===== src/rtl/fifo_bit_reader_if.sv =====
// Request/response and FIFO read-port signal bundle for fifo_bit_reader.
// The slave modport is the reader's view; master is the driving side.
interface fifo_bit_reader_if #(
   parameter int DWIDTH = 8,
   parameter int NBMAX  = 15
) ();
   logic              fifo_empty_i;
   logic [DWIDTH-1:0] fifo_data_i;
   logic              fifo_re_o;
   logic              req_i;
   logic [3:0]        nbits_i;
   logic              flush_i;
   logic [NBMAX-1:0]  bits_o;
   logic              bits_valid_o;
   logic              busy_o;

   modport slave (
      input  fifo_empty_i, fifo_data_i, req_i, nbits_i, flush_i,
      output fifo_re_o, bits_o, bits_valid_o, busy_o
   );

   modport master (
      output fifo_empty_i, fifo_data_i, req_i, nbits_i, flush_i,
      input  fifo_re_o, bits_o, bits_valid_o, busy_o
   );
endinterface


===== src/rtl/fifo_bit_reader.sv =====
// Byte-FIFO to variable-width (0..15 bit, LSB-first) bit extractor with carry-over reservoir.
// Optional FIFO_BIT_READER_STALL_CNT_EN adds a saturating empty-stall counter on stall_cnt_o.
module fifo_bit_reader #(
   parameter int DWIDTH = 8,
   parameter int NBMAX  = 15
) (
   input  logic             clk,
   input  logic             reset,
   fifo_bit_reader_if.slave bus
`ifdef FIFO_BIT_READER_STALL_CNT_EN
   ,
   output logic [15:0]      stall_cnt_o
`endif
);

   typedef enum logic [1:0] {
      S_IDLE,
      S_READ,
      S_CAPTURE,
      S_DONE
   } state_e;

   state_e           state_q;
   logic [23:0]      res_q;
   logic [4:0]       cnt_q;
   logic [3:0]       n_q;
   logic [NBMAX-1:0] bits_q;
   logic             valid_q;

   logic [23:0]      mask;
   logic [NBMAX-1:0] bits_d;
   logic [23:0]      res_cap_d;
   logic [4:0]       cnt_cap_d;
   logic [23:0]      res_done_d;
   logic [4:0]       cnt_done_d;
   logic             flush_ok;

   always_comb begin
      mask       = (24'd1 << n_q) - 24'd1;
      bits_d     = res_q[NBMAX-1:0] & mask[NBMAX-1:0];
      // new byte lands just above the bits already held
      res_cap_d  = res_q | ({{(24-DWIDTH){1'b0}}, bus.fifo_data_i} << cnt_q);
      cnt_cap_d  = cnt_q + 5'd8;
      res_done_d = res_q >> n_q;
      cnt_done_d = cnt_q - {1'b0, n_q};
      flush_ok   = (state_q == S_IDLE) && bus.flush_i && !bus.req_i;
   end

   assign bus.fifo_re_o    = (state_q == S_READ) && !bus.fifo_empty_i;
   assign bus.busy_o       = (state_q != S_IDLE);
   assign bus.bits_o       = bits_q;
   assign bus.bits_valid_o = valid_q;

   always_ff @(posedge clk) begin
      if (reset) begin
         state_q <= S_IDLE;
         res_q   <= '0;
         cnt_q   <= '0;
         n_q     <= '0;
         bits_q  <= '0;
         valid_q <= 1'b0;
      end else begin
         valid_q <= 1'b0;
         case (state_q)
            S_IDLE: begin
               if (bus.req_i) begin
                  n_q     <= bus.nbits_i;
                  state_q <= (cnt_q >= {1'b0, bus.nbits_i}) ? S_DONE : S_READ;
               end else if (flush_ok) begin
                  res_q <= '0;
                  cnt_q <= '0;
               end
            end
            S_READ: begin
               if (!bus.fifo_empty_i) state_q <= S_CAPTURE;
            end
            S_CAPTURE: begin
               res_q   <= res_cap_d;
               cnt_q   <= cnt_cap_d;
               state_q <= (cnt_cap_d >= {1'b0, n_q}) ? S_DONE : S_READ;
            end
            S_DONE: begin
               bits_q  <= bits_d;
               valid_q <= 1'b1;
               res_q   <= res_done_d;
               cnt_q   <= cnt_done_d;
               state_q <= S_IDLE;
            end
            default: state_q <= S_IDLE;
         endcase
      end
   end

`ifdef FIFO_BIT_READER_STALL_CNT_EN
   logic [15:0] stall_cnt_q;

   always_ff @(posedge clk) begin
      if (reset || flush_ok) begin
         stall_cnt_q <= '0;
      end else if ((state_q == S_READ) && bus.fifo_empty_i && (stall_cnt_q != '1)) begin
         stall_cnt_q <= stall_cnt_q + 16'd1;
      end
   end

   assign stall_cnt_o = stall_cnt_q;
`endif

endmodule

===== src/flat_wrapper.sv =====
// flat-port wrapper written by rule: the top's interface ports become plain ports
module fifo_bit_reader_flat 
#(
   parameter int DWIDTH = 8,
   parameter int NBMAX  = 15
)
  (clk, reset, bus_fifo_empty_i, bus_fifo_data_i, bus_req_i, bus_nbits_i, bus_flush_i, bus_fifo_re_o, bus_bits_o, bus_bits_valid_o, bus_busy_o);
  fifo_bit_reader_if #(.DWIDTH(DWIDTH), .NBMAX(NBMAX)) bus_i ();
  input  logic clk;
  input  logic reset;
  input wire logic [$bits(bus_i.fifo_empty_i)-1:0] bus_fifo_empty_i;
  input wire logic [$bits(bus_i.fifo_data_i)-1:0] bus_fifo_data_i;
  input wire logic [$bits(bus_i.req_i)-1:0] bus_req_i;
  input wire logic [$bits(bus_i.nbits_i)-1:0] bus_nbits_i;
  input wire logic [$bits(bus_i.flush_i)-1:0] bus_flush_i;
  output wire logic [$bits(bus_i.fifo_re_o)-1:0] bus_fifo_re_o;
  output wire logic [$bits(bus_i.bits_o)-1:0] bus_bits_o;
  output wire logic [$bits(bus_i.bits_valid_o)-1:0] bus_bits_valid_o;
  output wire logic [$bits(bus_i.busy_o)-1:0] bus_busy_o;
  assign bus_i.fifo_empty_i = bus_fifo_empty_i;
  assign bus_i.fifo_data_i = bus_fifo_data_i;
  assign bus_i.req_i = bus_req_i;
  assign bus_i.nbits_i = bus_nbits_i;
  assign bus_i.flush_i = bus_flush_i;
  assign bus_fifo_re_o = bus_i.fifo_re_o;
  assign bus_bits_o = bus_i.bits_o;
  assign bus_bits_valid_o = bus_i.bits_valid_o;
  assign bus_busy_o = bus_i.busy_o;
  fifo_bit_reader #(.DWIDTH(DWIDTH), .NBMAX(NBMAX)) u_core (.clk(clk), .reset(reset), .bus(bus_i));
endmodule

===== config.mk =====
export PLATFORM = sky130hd
export DESIGN_NAME = fifo_bit_reader_flat
export DESIGN_NICKNAME = d
export VERILOG_FILES = /design/src/rtl/fifo_bit_reader_if.sv /design/src/rtl/fifo_bit_reader.sv /design/src/flat_wrapper.sv
export SDC_FILE = /design/constraint.sdc
export NUM_CORES = 1
export LEC_CHECK = 0
export BUFFER_PORTS_ARGS = -buffer_cell sky130_fd_sc_hd__buf_4
export CORE_MARGIN = 1
export CORE_UTILIZATION = 35
export CTS_BUF_LIST = sky130_fd_sc_hd__clkbuf_16
export DETAILED_ROUTE_END_ITERATION = 12
export PLACE_DENSITY_LB_ADDON = 0.15
export REMOVE_ABC_BUFFERS = 1
export SYNTH_ARGS = -nofsm -noshare
export SYNTH_HDL_FRONTEND = slang
export SYNTH_SLANG_ARGS = --single-unit
export TNS_END_PERCENT = 30

===== constraint.sdc =====
create_clock -name clk -period 4.5 [get_ports clk]
set_clock_uncertainty 0.05 [all_clocks]
set_input_delay 0 -clock clk [delete_from_list [all_inputs] [get_ports clk]]
set_output_delay 0 -clock clk [all_outputs]
set_load 0.01 [all_outputs]

-- Yosys cells after proc, flatten, opt, wreduce, memory -nomap -nowiden
Index checks and enable logic that the tools add are counted.
- register bits after elaboration: 51
- bits in latches: 0
- RAM bits: 0
- memory bits (read-only): 0
- bits of input ports: 17
- output and inout bits: 18
- logic and storage cells: 46
- memories kept: 0
- add/subtract/negate cells: 3
- multiply operators: 0
- div/mod/pow operators: 0
- magnitude comparators: 2
- equal/unequal tests: 7
- shifts and indexed selects: 3
- multiplexer cells: 12
- bitwise operators: 2
- reduce and logical (&&, ||, !) cells: 11
- operators by type and width (operator ; count):
    case mux 24 bit (3 select lines) ; 1
    2-to-1 mux 24 bit ; 2
    OR 24 bit ; 1
    << shifter 8 x 5 -> 24 bit ; 1
    right shift 24 x 4 -> 24 bit ; 1
    AND 15 bit ; 1
    case mux 5 bit (3 select lines) ; 1
    << shifter 1 x 4 -> 15 bit (first input constant) ; 1
    subtractor 15 x 1 -> 15 bit (second input constant) ; 1
    >= comparator 5 x 4 -> 1 bit ; 2
    2-to-1 mux 5 bit ; 2
    2-to-1 mux 2 bit ; 4
    case mux 2 bit (4 select lines) ; 1
    inequality test 2 bit (second input constant) ; 3
    adder 5 x 4 -> 5 bit (second input constant) ; 1
    subtractor 5 x 4 -> 5 bit ; 1
    equality test 2 bit (second input constant) ; 2
    AND reduction 2 bit ; 2
    logical AND 1 bit ; 3
    AND reduction 3 bit ; 1
    nonzero test 3 bit ; 1
    equality test 2 x 1 -> 1 bit (second input constant) ; 1
    zero test 1 bit ; 2
    zero test 2 bit ; 1
    3 further kinds ; 3

-- Longest topological paths before layout
- depth after elaboration: 6
- depth in mapped cells: 12
- mapped depth without buffers: 8

-- Least setup slack after synthesis
Ideal clock, no wire load.
- kind: reg2reg
- start point: register u_core.n_q[3]
- end point: register u_core.bits_q[10] (netlist: u_core.bus.bits_o[10])
- setup time: 0.132 ns
- arrival: 2.082 ns
- data required time: 4.318 ns
- path slack: 2.236 ns
- stages on the path, launching flop included: 13
- path buffers: 4
- period minus slack after synthesis: 2.264 ns
- path through: dfxtp_1 -> buf_4 -> buf_2 -> buf_1 -> nor2_1 -> nand2_1 -> ha_1 -> clkbuf_1 -> and2_1 -> o21ai_0 -> a21oi_1 -> o211ai_1 -> a21oi_1
- cells in the longest elaborated chain, start to end: 3
- RTL lines (item ; line ; source):
    start: declaration ; fifo_bit_reader.sv:26 ; logic [3:0] n_q;
    start signal: assignment ; fifo_bit_reader.sv:67 ; n_q <= bus.nbits_i;
    << shifter 1 x 4 -> 15 bit ; fifo_bit_reader.sv:39 ; mask = (24'd1 << n_q) - 24'd1;
    subtractor 15 x 1 -> 15 bit ; fifo_bit_reader.sv:39 ;
    AND 15 bit ; fifo_bit_reader.sv:40 ; bits_d = res_q[NBMAX-1:0] & mask[NBMAX-1:0];
    end signal: assignment ; fifo_bit_reader.sv:83 ; bits_q <= bits_d;
    end: declaration ; fifo_bit_reader.sv:27 ; logic [NBMAX-1:0] bits_q;
No other way between the ends.
A chain may end at the register's enable or synchronous reset.

-- Final worst setup path
- start point: register u_core.n_q[3]
- end point: register u_core.cnt_q[4]
- cells in the longest elaborated chain, start to end: 2
- RTL lines (item ; line ; source):
    subtractor 5 x 4 -> 5 bit ; fifo_bit_reader.sv:45 ; cnt_done_d = cnt_q - {1'b0, n_q};
    case mux 5 bit (3 select lines) ; fifo_bit_reader.sv:64 ; case (state_q)
    end signal: assignment ; fifo_bit_reader.sv:79 ; cnt_q <= cnt_cap_d;
    end signal: assignment ; fifo_bit_reader.sv:86 ; cnt_q <= cnt_done_d;
    end: declaration ; fifo_bit_reader.sv:25 ; logic [4:0] cnt_q;
No other way between the ends.

==> results_dict.tcl <==
set metrics [dict create \
    outcome "completed" \
    nNetsFinal 536 \
    dominantRegCellSynth "dfxtp_1" \
    setup.worst_path.end "u_core.cnt_q[4]$_SDFFE_PP0P_" \
    diodes 0 \
    drcViolationCount 0 \
    hp-start "bus_req_i" \
    worst-r2r-setup-slack_ps 1510 \
    grt_overflow 0 \
    rr_worst_depth 6 \
    crit_arrival_ps 3150 \
    crit_type "flop to flop" \
    place.gp.congestion 0.896 \
    drtIter0Drc 322 \
    clockBufferDepth 2 \
    power.density_nw_per_um2 279 \
    drt-met1-wl_mm 6.17 \
    min_period_ps 2990 \
    synthesis.area_um2 4140 \
    cts_tree "built" \
    synth_area_leaders "dfxtp_1 (25%), mux4_2 (11%), mux2i_1 (6.0%), nor2_1 (5.3%), a21oi_1 (5.1%)" \
    coreArea_um2 11500 \
    wl_met3_mm 1.10 \
    fin_cells 652 \
    fin_setup_tns_ps 0 \
    drv_slew 0 \
    grt_max_degree 44 \
    hpwl_mm 9.91 \
    post-route-util_pct 40.3 \
    portBuffers 34 \
    yosys.area.top_type "dfxtp_1" \
    vias 4138 \
    end_kind "flop" \
    vdd_drop_max_v 0.000168 \
    drive_gt1_share_pct 17.7 \
    routed-wl-met2_mm 6.06 \
    synthCells 499 \
    fmax_ghz 0.334 \
    vias_per_cell 6.35 \
    die_h_um 111 \
    timing.rr.end "u_core.cnt_q[4]$_SDFFE_PP0P_" \
    crit_start "u_core.n_q[3]$_SDFFE_PP0P_" \
    yosysMostFrequentCell "nor2_1" \
    grt_usage_pct 23.0 \
    topRoutingLayerUsed "met4" \
    worstHoldPathCells 3 \
    yosysTopAreaCellShare_pct 24.6 \
    ys_async_sr_fraction_pct 0 \
    htree_levels 2 \
    postRouteAntennaNets 0 \
    reg2reg_from "u_core.n_q[3]$_SDFFE_PP0P_" \
    yosysWarningCount 0 \
    cap_violations 0 \
    drtPass1Iterations 6 \
    hold_viol_final 0 \
    die-width_um 111 \
    setup-violations-final 0 \
    routed_wl_mm 13.8 \
    synth.avg_cell_area_um2 8.30 \
    ys_ff_latch 51 \
    critPathLaunchType "flop" \
    dieArea_um2 12300 \
    synth.distinct_cells 68 \
    ys_seq_area_share_pct 24.6 \
    antenna_found_initial 0 \
    cts_buffers 5 \
    cts_resized 0 \
    clock_latency_ps 300 \
    clkTransAtPathRegs_ps 70 \
    dp.cells 638 \
    slew_headroom_pct 24.9 \
    min_path_type "input pin to flop" \
    rsz0062_at_grt "no" \
    holdWs_ps 89.6 \
    wire_per_inst_um 21.2 \
    rows 39 \
    grt_pass1_wl_mm 22.5 \
    root_buffer "clkbuf_16" \
    synth_commonest_cells "nor2_1 (58), dfxtp_1 (51), a21oi_1 (42), nand2_1 (42), mux2i_1 (25)" \
    grt_pass1_vias 3921 \
    io_pins 35 \
    cp.required_ps 4650 \
    p_leak_nw 1.62 \
    cts_sinks 51 \
    synth-edff-count 0 \
    cp_max_fo 30 \
    total_power_mw 1.29 \
    start_util_pct 36.1 \
    max_slew.worst_pin.slew_ps 1120 \
    syn2layout_area_growth_pct 11.6 \
    post-route-period-util_pct 66.5 \
]
-- placed cells by master (no fill, tap or decap), drive strengths merged, types with 6 or more instances in the layout --
cell,instances
a31oi,8
nor3,16
o21ai,20
nand2,42
nand3,13
a21oi,42
mux2,10
mux4,20
a22oi,6
buf,39
dfxtp,51
mux2i,25
ha,10
dlygate4sd3,6
inv,16
nor2,58
a32oi,6
a211oi,11
a21o,7
nor2b,10
-- layer usage --
layer | global-route usage [%] | up-vias
li1 | - | 1888
met1 | 32.2 | 1993
met2 | 34.9 | 217
met3 | 4.43 | 40
met4 | 8.71 | 0
met5 | 0 | -
-- cell families (layout without fill, tap and decap cells) --
kind of cell | Yosys count | after routing | share of synthesized area (%)
AND/OR/NAND/NOR | 171 | 171 | 20.0
flip-flops | 51 | 51 | 24.6
AO/OA/AOI/OAI | 148 | 148 | 24.8
buffers and inverters | 61 | 71 | 7.01
multiplexers | 55 | 55 | 19.6
XOR/XNOR | 2 | 2 | 0.423
adder cells (fa/ha/maj) | 11 | 11 | 3.50
-- area by class of cell --
class	instances	area (um^2)
repair buffers	45	353
well taps	143	179
inverters	18	67.6
fillers	1182	6850
clock inverters	3	43.8
flip-flops and latches	51	1020
clock buffers	5	125
multi-input cells	387	2830
-- sequential cells by signal, summed over array words and instances, names as in the netlist --
register	flops
u_core.bus.bits_valid_o	1
u_core.state_q	2
u_core.res_q	24
u_core.bus.bits_o	15
u_core.n_q	4
u_core.cnt_q	5
-- how the worst min path moves through the flow --
stage | to
after global routing | u_core.bus.bits_o[13]$_SDFFE_PP0P_
after global placement | u_core.n_q[1]$_SDFFE_PP0P_
after CTS | u_core.state_q[1]$_SDFFE_PP0P_
after detailed placement | u_core.n_q[1]$_SDFFE_PP0P_
final | u_core.state_q[1]$_SDFFE_PP0P_
after floorplan | u_core.bus.bits_o[0]$_SDFFE_PP0P_
-- worst max-delay path: stages (launching register included) --
cell and delay (ps):
dfxtp_1 1020, inv_1 590, ha_1 500, o21bai_1 170, a31oi_1 210, nand2_1 80, a311oi_1 270
-- stage by stage --
stage / setup WS (ps) / cell area [um^2]
after global placement: 1680 / 4390
after CTS: 1560 / 4620
after floorplan: 1790 / 3920
final: 1510 / 4620
after detailed placement: 1570 / 4390
after global routing: 1270 / 4620
-- report_power, final --
part	switching (mW)	internal (mW)	total [mW]
Sequential	0.0500	0.469	0.519
Combinational	0.185	0.136	0.321
Clock	0.188	0.263	0.451
-- repair_timing --
item,in CTS,in global routing
hold buffers,6,0
hold endpoints to repair,6,0
setup buffers,0,0
Note: power is estimated with default switching activity, not from simulation.
